===== src/rtl/row_clear_ctrl.sv =====
// Line-clear sequencer: scans the board RAM bottom-up, compacts surviving rows downward, zero-fills the top.
// Optional score output enabled by defining ROW_CLEAR_SCORE_EN.
module row_clear_ctrl #(
  parameter int ROWS = 20,
  parameter int COLS = 10
) (
  input  logic            clk,
  input  logic            rst_n,
  input  logic            start,
  output logic            rd_en,
  output logic [4:0]      rd_addr,
  input  logic [COLS-1:0] rd_data,
  output logic            wr_en,
  output logic [4:0]      wr_addr,
  output logic [COLS-1:0] wr_data,
  output logic            busy,
  output logic            done,
  output logic [5:0]      lines_cleared
`ifdef ROW_CLEAR_SCORE_EN
  ,
  output logic [10:0]     score_add
`endif
);

  typedef enum logic [2:0] {IDLE, READ, EVAL, FILL, DONE} state_t;

  localparam logic [4:0] LAST_ROW = 5'(ROWS - 1);

  state_t          state, state_nx;
  logic [4:0]      r, r_nx, w, w_nx;
  logic [5:0]      k, k_nx, f, f_nx;
  logic            rd_en_nx, wr_en_nx, busy_nx, done_nx;
  logic [4:0]      rd_addr_nx, wr_addr_nx;
  logic [COLS-1:0] wr_data_nx;
  logic [5:0]      lc_nx;
  logic            full;

  assign full = &rd_data;

  always_ff @(posedge clk or negedge rst_n) begin
    if (!rst_n) begin
      state         <= IDLE;
      r             <= '0;
      w             <= '0;
      k             <= '0;
      f             <= '0;
      rd_en         <= 1'b0;
      rd_addr       <= '0;
      wr_en         <= 1'b0;
      wr_addr       <= '0;
      wr_data       <= '0;
      busy          <= 1'b0;
      done          <= 1'b0;
      lines_cleared <= '0;
    end else begin
      state         <= state_nx;
      r             <= r_nx;
      w             <= w_nx;
      k             <= k_nx;
      f             <= f_nx;
      rd_en         <= rd_en_nx;
      rd_addr       <= rd_addr_nx;
      wr_en         <= wr_en_nx;
      wr_addr       <= wr_addr_nx;
      wr_data       <= wr_data_nx;
      busy          <= busy_nx;
      done          <= done_nx;
      lines_cleared <= lc_nx;
    end
  end

  // Outputs are computed one state ahead so every port is a plain register.
  always_comb begin
    state_nx   = state;
    r_nx       = r;
    w_nx       = w;
    k_nx       = k;
    f_nx       = f;
    rd_en_nx   = 1'b0;
    rd_addr_nx = rd_addr;
    wr_en_nx   = 1'b0;
    wr_addr_nx = wr_addr;
    wr_data_nx = wr_data;
    busy_nx    = busy;
    done_nx    = 1'b0;
    lc_nx      = lines_cleared;
    case (state)
      IDLE: begin
        if (start) begin
          r_nx       = LAST_ROW;
          w_nx       = LAST_ROW;
          k_nx       = '0;
          rd_en_nx   = 1'b1;
          rd_addr_nx = LAST_ROW;
          busy_nx    = 1'b1;
          state_nx   = READ;
        end
      end
      READ: state_nx = EVAL;
      EVAL: begin
        if (full) begin
          k_nx = k + 6'd1;
        end else begin
          if (w != r) begin
            wr_en_nx   = 1'b1;
            wr_addr_nx = w;
            wr_data_nx = rd_data;
          end
          w_nx = w - 5'd1;
        end
        // Row 0 may itself be full, so the exit test uses the updated count.
        if (r != '0) begin
          r_nx       = r - 5'd1;
          rd_en_nx   = 1'b1;
          rd_addr_nx = r - 5'd1;
          state_nx   = READ;
        end else if (k_nx != '0) begin
          f_nx     = k_nx;
          state_nx = FILL;
        end else begin
          state_nx = DONE;
        end
      end
      FILL: begin
        wr_en_nx   = 1'b1;
        wr_addr_nx = 5'(f - 6'd1);
        wr_data_nx = '0;
        f_nx       = f - 6'd1;
        if (f == 6'd1) state_nx = DONE;
      end
      DONE: begin
        done_nx  = 1'b1;
        busy_nx  = 1'b0;
        lc_nx    = k;
        state_nx = IDLE;
      end
      default: state_nx = IDLE;
    endcase
  end

`ifdef ROW_CLEAR_SCORE_EN
  logic [10:0] score_nx;

  always_comb begin
    case (k)
      6'd0:    score_nx = 11'd0;
      6'd1:    score_nx = 11'd40;
      6'd2:    score_nx = 11'd100;
      6'd3:    score_nx = 11'd300;
      default: score_nx = 11'd1200;
    endcase
  end

  always_ff @(posedge clk or negedge rst_n) begin
    if (!rst_n)              score_add <= '0;
    else if (state == DONE)  score_add <= score_nx;
  end
`else
`endif

endmodule


===== config.mk =====
export PLATFORM = sky130hd
export DESIGN_NAME = row_clear_ctrl
export DESIGN_NICKNAME = d
export VERILOG_FILES = /design/src/rtl/row_clear_ctrl.sv
export SDC_FILE = /design/constraint.sdc
export NUM_CORES = 1
export LEC_CHECK = 0
export BUFFER_PORTS_ARGS = -buffer_cell sky130_fd_sc_hd__buf_2
export CORE_ASPECT_RATIO = 2
export CORE_MARGIN = 2
export CORE_UTILIZATION = 52
export CTS_BUF_LIST = sky130_fd_sc_hd__clkbuf_4
export DETAILED_ROUTE_END_ITERATION = 7
export GPL_TIMING_DRIVEN = 1
export PLACE_DENSITY = 0.9
export SYNTH_ARGS = -nofsm -noshare
export SYNTH_HDL_FRONTEND = slang
export SYNTH_SLANG_ARGS = --single-unit

===== constraint.sdc =====
create_clock -name clk -period 2.2 [get_ports clk]
set_input_delay 0.22 -clock clk [delete_from_list [all_inputs] [get_ports clk]]
set_output_delay 0.22 -clock clk [all_outputs]
set_load 0.05 [all_outputs]

==> key figures, run 1 <==
Run status
  • Status: complete, no violations

STA
  • Max Slew Vio Count: 0
  • RSZ-0062 raised after global routing: true
  • Worst slew pin tran: 543 ps
  • Relative slew slack: 0.638
  • Final number of setup-violating endpoints: 0
  • PnR worst setup slack: 97.8 ps
  • Worst clock skew: 12.6 ps
  • Max Freq: 0.476 GHz
  • Final Cycle Share: 0.956
  • Tmin final: 2100 ps
  • Hold Vio Cnt, Final: 0

Global route
  • First-pass GRT wire length: 9370 µm
  • Congestion Overflow GR: 0
  • Largest net degree at the start of global routing: 26
  • Overall Global Routing Usage: 0.231
  • Initial antenna violation count: 0
  • Via count of the first global-routing pass: 2073

Final layout
  • Fraction of layout cells with a size suffix above 1: 0.278
  • Ant. Diodes: 0
  • Fill cells: 384
  • Layout Area Growth over Synthesis: 18.5%
  • Nets: 334

Yosys
  • Ys async rst share: 1.00
  • Syn. warnings: 0
  • Syn avg cell area: 9.77 µm²
  • Area share of the largest cell type after synthesis: 0.491
  • EDFF count, synth: 0
  • Synth unique cells: 47
  • Ranking of synthesized cells by area: dfrtp_1, nand2_1, nor2_1, xor2_1, o21ai_0
  • Gate Count Post-Synth: 261
  • Seq/Total Area, Yosys: 0.491
  • Most common cell in the synthesized netlist: dfrtp_1
  • Syn_nets: 279
  • Area leader, netlist: dfrtp_1
  • Synthesized area: 2550 µm²
  • Commonest cells post-synth: dfrtp_1, nand2_1, nor2_1
  • Synth Flop Type: dfrtp_1
  • Seq cells post-synth: 50

Clocking
  • Clock slew at reported path FFs: 130 ps
  • CTS tree: yes
  • Clock Latency Late Sink: 370 ps
  • H-tree levels: 2
  • Clock root cell: clkbuf_4
  • Clock sink total: 50
  • Largest buffer count on any clock path: 2
  • CTS Buf Count: 5

Route
  • ANT nets after route: 0
  • DR vias/cell: 5.63
  • DRT Wirelength: 5690 µm
  • # DRC: 0
  • 1st-iter DRT viols: 74
  • Initial DRT Pass Iterations: 4
  • Wire per inst: 15.2 µm
  • DR vias: 2106

Pwr
  • P_sw: 0.00190 W
  • Flop pwr share: 0.373
  • Total Power: 0.00391 W
  • Internal Power: 0.00201 W
  • Worst IR Drop VDD: 916 µV
  • Lkg Pwr: 1.44 nW
  • Sw Share: 0.486
  • Clock share of power: 0.112
  • Comb pwr share: 0.515
  • Power Dens Cells: 1300 nW/µm²

Setup path
  • Critical path, cell by cell: inv_1, ha_1, or3b_4, or2_2, nor2_4, o31ai_4, mux2_2, a21oi_1
  • Worst Path Max Fanout: 7
  • Slowest cell delay on critical path: 440 ps
  • Crit path DAT: 2410 ps
  • Crit end category: flip-flop
  • Reg2Reg Setup Slack: 100 ps
  • Worst path slowest cell: dfrtp_2
  • Critical path data required time: 2510 ps
  • Startpoint Class: flip-flop
  • CP bufs+invs: 1
  • Type of the worst setup path: flip-flop to flip-flop
  • Cell family with the largest share of critical-path delay: simple AND/OR/NAND/NOR gates

Run
  • Max-Cap Viols: 0

Floorplanning
  • Die height: 103 µm
  • I/O pins: 43
  • Full die area: 5510 µm²
  • Die Wd: 53.5 µm
  • Std cell rows: 36
  • Core ar.: 4770 µm²
  • Initial core utilization: 0.534

Place
  • HPWL reported at the end of detailed placement: 4320 µm
  • Port bufs: 42
  • Pre-CTS WS: 40.9 ps
  • Gpl congestion: 0.982

Worst hold path
  • HP Class: input port to flip-flop
state kept, by name (all words and copies together), names as in the netlist:
register       flops
wr_data           10
f                  6
k                  6
lines_cleared      6
r                  5
w                  5
wr_addr            5
state              3
busy               1
done               1
rd_en              1
wr_en              1
worst reg2reg max path: stages, from the launching register on:
cell	delay, ps
dfrtp_2	440
inv_1	60
ha_1	140
or3b_4	380
or2_2	330
nor2_4	150
o31ai_4	130
mux2_2	290
a21oi_1	120
kinds of logic after synthesis:
group                    after synthesis  share of synthesized area
multiplexers                          12                     0.0510
XOR/XNOR                              19                     0.0653
flip-flops                            50                      0.491
buffers and inverters                 21                     0.0309
AO/OA/AOI/OAI                         49                      0.129
AND/OR/NAND/NOR                      105                      0.209
adder cells (fa/ha/maj)                5                     0.0245
cells in the final DEF, fill, tap and decap left out, types with 2 or more instances in the layout:
| cell | synthesis | final |
|---|---|---|
| a221o_1 | 5 | 5 |
| clkbuf_4 | 0 | 8 |
| nor3_1 | 6 | 6 |
| xnor2_1 | 8 | 8 |
| and3b_1 | 2 | 2 |
| mux2i_1 | 4 | 4 |
| ha_1 | 5 | 5 |
| xor2_1 | 11 | 11 |
| dfrtp_1 | 50 | 48 |
| nand4_1 | 3 | 3 |
| a31oi_1 | 5 | 4 |
| buf_4 | 0 | 16 |
| nand2b_1 | 3 | 3 |
| a21oi_1 | 7 | 7 |
| nor2_1 | 29 | 28 |
| buf_2 | 0 | 42 |
| nand3b_1 | 2 | 2 |
| o21ai_0 | 18 | 18 |
| dfrtp_2 | 0 | 2 |
| mux2_2 | 8 | 8 |
| nand3_1 | 4 | 4 |
| a32o_1 | 2 | 2 |
| o21a_1 | 2 | 2 |
| inv_1 | 10 | 10 |
| nand2_1 | 41 | 41 |
per-layer routing:
metal	global-route usage	wire [µm]
met5	0	0
met4	0.110	139
met3	0.0348	262
met2	0.392	3010
met1	0.279	2280
final timing paths:
| check | end | cells past startpoint | start |
|---|---|---|---|
| max reg2reg | f[4]$_DFFE_PN0P_ | 8 | r[1]$_DFFE_PN0P_ |
| min reg2reg | lines_cleared[5]$_DFFE_PN0P_ | 1 | lines_cleared[5]$_DFFE_PN0P_ |
| min | wr_data[8]$_DFFE_PN0P_ | 3 | rd_data[8] |
| max | f[4]$_DFFE_PN0P_ | 8 | r[1]$_DFFE_PN0P_ |
| max in group asynchronous | wr_data[4]$_DFFE_PN0P_ | 4 | rst_n |
| min in group asynchronous | wr_data[0]$_DFFE_PN0P_ | 2 | rst_n |
final cells by class:
class,count,area (µm²),area share
repair buffers,59,340,0.113
clock buffers,8,60.1,0.0199
flip-flops and latches,50,1250,0.415
multi-input cells,190,1260,0.417
inverters,10,37.5,0.0124
well taps,57,71.3,0.0236
stage by stage:
step | cells | utilization | hold WS (ps) | TNS, ps | instance area (µm²)
floorplan | 261 | - | -75.6 | 0 | 2550
finish | 374 | 0.633 | 66.2 | 0 | 3020
CTS | 373 | 0.625 | 61.6 | 0 | 2980
detailed placement | 364 | 0.610 | 237 | 0 | 2910
global placement | 364 | 0.610 | 228 | 0 | 2910
global route | 374 | 0.633 | 66.9 | -33.0 | 3020
power groups by stage:
stage               registers [W]  clock network, W  logic, W
floorplan                 0.00198                 0  0.000951
global placement          0.00146                 0   0.00192
detailed placement        0.00148                 0   0.00199
CTS                       0.00146          0.000452   0.00200
global route              0.00150          0.000487   0.00221
finish                    0.00146          0.000437   0.00202
what timing repair did:
| action | CTS | global route |
|---|---|---|
| hold buffers | 1 | 0 |
| setup endpoints to repair | 0 | 5 |
| gates resized for setup | 0 | 5 |
| setup buffers | 0 | 1 |
| hold endpoints to repair | 24 | 0 |
(Power assumes the default switching activity.)
==> run 2, diff against run 1 <==
==> constraint.sdc (replaced) <==
create_clock -name clk -period 1.8 [get_ports clk]
set_input_delay 0.18 -clock clk [delete_from_list [all_inputs] [get_ports clk]]
set_output_delay 0.18 -clock clk [all_outputs]
set_load 0.05 [all_outputs]
==> key figures, run 2 (same netlist as run 1, synthesis figures left out) <==
Final layout
  • Fraction of layout cells with a size suffix above 1: 0.379 (+0.101)
  • Post-Layout Cell Count: 400 (+7.0%)
  • Max reg flops: 10 (unchanged)
  • Nets: 360 (+7.8%)
  • Most common library cell in the layout ignoring fill and taps: dfrtp_1
  • Layout Area Growth over Synthesis: 31.4%
  • Biggest register: wr_data
  • Final Core Density: 0.702 (+0.0687)
  • Ant. Diodes: 0 (unchanged)
  • Post-route cell area: 3350 µm² (+11%)
  • Commonest non-fill, non-tap cells in the layout: dfrtp_1, buf_2, buf_4
  • Fill cells: 352 (-8.3%)

Floorplanning
  • I/O pins: 43 (unchanged)
  • Full die area: 5510 µm² (unchanged)
  • Die Wd: 53.5 µm (unchanged)
  • Initial core utilization: 0.534 (unchanged)
  • Die height: 103 µm (unchanged)
  • Std cell rows: 36 (unchanged)
  • Core ar.: 4770 µm² (unchanged)

Setup path
  • Worst path slowest cell: dfrtp_2
  • Cell family with the largest share of critical-path delay: simple AND/OR/NAND/NOR gates
  • Critical path, cell by cell: inv_2, ha_4, or3b_4, or2_4, nor2_4, o31ai_4, mux2_2, a21oi_1
  • Crit path DAT: 2300 ps (-110 ps)
  • Crit end category: flip-flop
  • Type of the worst setup path: flip-flop to flip-flop
  • Critical path data required time: 2110 ps (-400 ps)
  • Startpoint Class: flip-flop
  • CP bufs+invs: 1 (unchanged)
  • Slowest cell delay on critical path: 430 ps (about the same)
  • Worst Path Max Fanout: 6 (-1)

Global route
  • First-pass GRT wire length: 10100 µm (+8.3%)
  • Congestion Overflow GR: 0 (unchanged)
  • M2 GR Usage: 0.450 (+0.0579)
  • GR peak layer: met2
  • Initial antenna violation count: 0 (unchanged)
  • Met3 Use GR: 0.0464 (+0.0116)
  • Overall Global Routing Usage: 0.254 (+0.0226)
  • Largest net degree at the start of global routing: 51 (+96%)
  • GR Util met1: 0.271 (-0.00818)
  • Via count of the first global-routing pass: 2278 (+9.9%)

STA
  • PnR worst setup slack: -187 ps (-284 ps)
  • Relative slew slack: 0.747 (+0.109)
  • Max Freq: 0.503 GHz (+5.8%)
  • Final number of setup-violating endpoints: 9 (+9)
  • Hold Vio Cnt, Final: 0 (unchanged)
  • Tmin final: 1990 ps (-116 ps)
  • Final Cycle Share: 1.10 (+0.148)
  • RSZ-0062 raised after global routing: true
  • Worst clock skew: 20.4 ps (+7.74 ps)
  • Worst slew pin tran: 369 ps (-174 ps)
  • WHS: 14.3 ps (-51.9 ps)
  • Max Slew Vio Count: 0 (unchanged)

Route
  • DRT Wirelength: 6480 µm (+14%)
  • 1st-iter DRT viols: 84 (+14%)
  • DR vias/cell: 5.68 (+0.91%)
  • ANT nets after route: 0 (unchanged)
  • Wire per inst: 16.2 µm (+6.6%)
  • DR vias: 2273 (+7.9%)
  • Initial DRT Pass Iterations: 5 (+1)
  • # DRC: 0 (unchanged)

Worst hold path
  • HP Class: input port to flip-flop

Place
  • Placed insts: 383 (+5.2%)
  • Gpl congestion: 0.854 (-13%)
  • Port bufs: 42 (unchanged)
  • HPWL reported at the end of detailed placement: 4750 µm (+9.9%)
  • Pre-CTS WS: -222 ps (-263 ps)
  • Dpl cell area: 3130 µm² (+7.5%)

Clocking
  • CTS Buf Count: 5 (unchanged)
  • Clock sink total: 50 (unchanged)
  • Largest buffer count on any clock path: 2 (unchanged)
  • Clock root cell: clkbuf_4
  • Clock slew at reported path FFs: 140 ps (about the same)
  • CTS tree: yes
  • H-tree levels: 2 (unchanged)
  • Clock Latency Late Sink: 380 ps (about the same)

Pwr
  • Lkg Pwr: 1.59 nW (+10%)
  • Worst IR Drop VDD: 1300 µV (+42%)
  • Power Dens Cells: 1590 nW/µm² (+23%)

Run status
  • Failing checks: negative setup slack
  • Status: finished, violations left

Run
  • Max-Cap Viols: 0 (unchanged)
run 2: changes by cell type in the layout (fill, tap and decap cells not counted), sizes merged:
cell,change
buf,+26
bufinv,+1
clkbuf,-3
clkinvlp,+2
run 2: path summary, 6_finish.rpt:
kind                                              startpoint                            to  slack, ps  cells past startpoint
worst max register to register              r[0]$_DFFE_PN0P_              f[4]$_DFFE_PN0P_       -190                      8
worst max-delay path                        r[0]$_DFFE_PN0P_              f[4]$_DFFE_PN0P_       -190                      8
min in group asynchronous                              rst_n              f[1]$_DFFE_PN0P_        300                      3
worst min-delay path                              rd_data[8]        wr_data[8]$_DFFE_PN0P_         10                      3
max in group asynchronous                              rst_n              r[0]$_DFFE_PN0P_       1240                      3
worst min register to register  lines_cleared[3]$_DFFE_PN0P_  lines_cleared[3]$_DFFE_PN0P_        520                      1
run 2: layout make-up:
type | instances | area [µm²] | share of cell area
multi-input cells | 190 | 1360 | 0.405
flip-flops and latches | 50 | 1250 | 0.374
repair buffers | 85 | 548 | 0.164
well taps | 57 | 71.3 | 0.0213
clock inverters | 3 | 45.0 | 0.0134
clock buffers | 5 | 37.5 | 0.0112
inverters | 10 | 37.5 | 0.0112
run 2: stage by stage:
step | total power (W) | TNS [ps]
finish | 0.00532 | -1140
global route | 0.00564 | -1690
CTS | 0.00523 | -1410
detailed placement | 0.00451 | -2280
global placement | 0.00435 | -1370
floorplan | 0.00366 | -1610
run 2: where the power goes:
part           leakage, nW  internal [W]  total, W  switching [W]
sequential           0.627       0.00147   0.00177       0.000300
clock               0.0374      0.000291  0.000653       0.000361
combinational        0.928       0.00102   0.00290        0.00188
total                 1.59       0.00278   0.00532        0.00254
run 2: timing repair:
action | 4_1_cts | 5_1_grt
resized for setup | 6 | 9
hold endpoints to repair | 50 | 0
pin swaps | 7 | 8
setup buffers | 5 | 3
endpoints found under the setup margin | 13 | 27
hold buffers | 1 | 0
run 2: routing by layer:
layer / up-vias / routed length, µm
met1: 1089 / 2400
li1: 1070 / -
met4: 0 / 283
met5: - / 0
met2: 84 / 3490
met3: 30 / 309
run 2: worst min-delay path, delay by kind of cell:
kind / cells / cell delay (ps)
and+or+nand+nor: 1 / 40
AOI/OAI and AO/OA: 1 / 60
buffers and inverters: 1 / 80
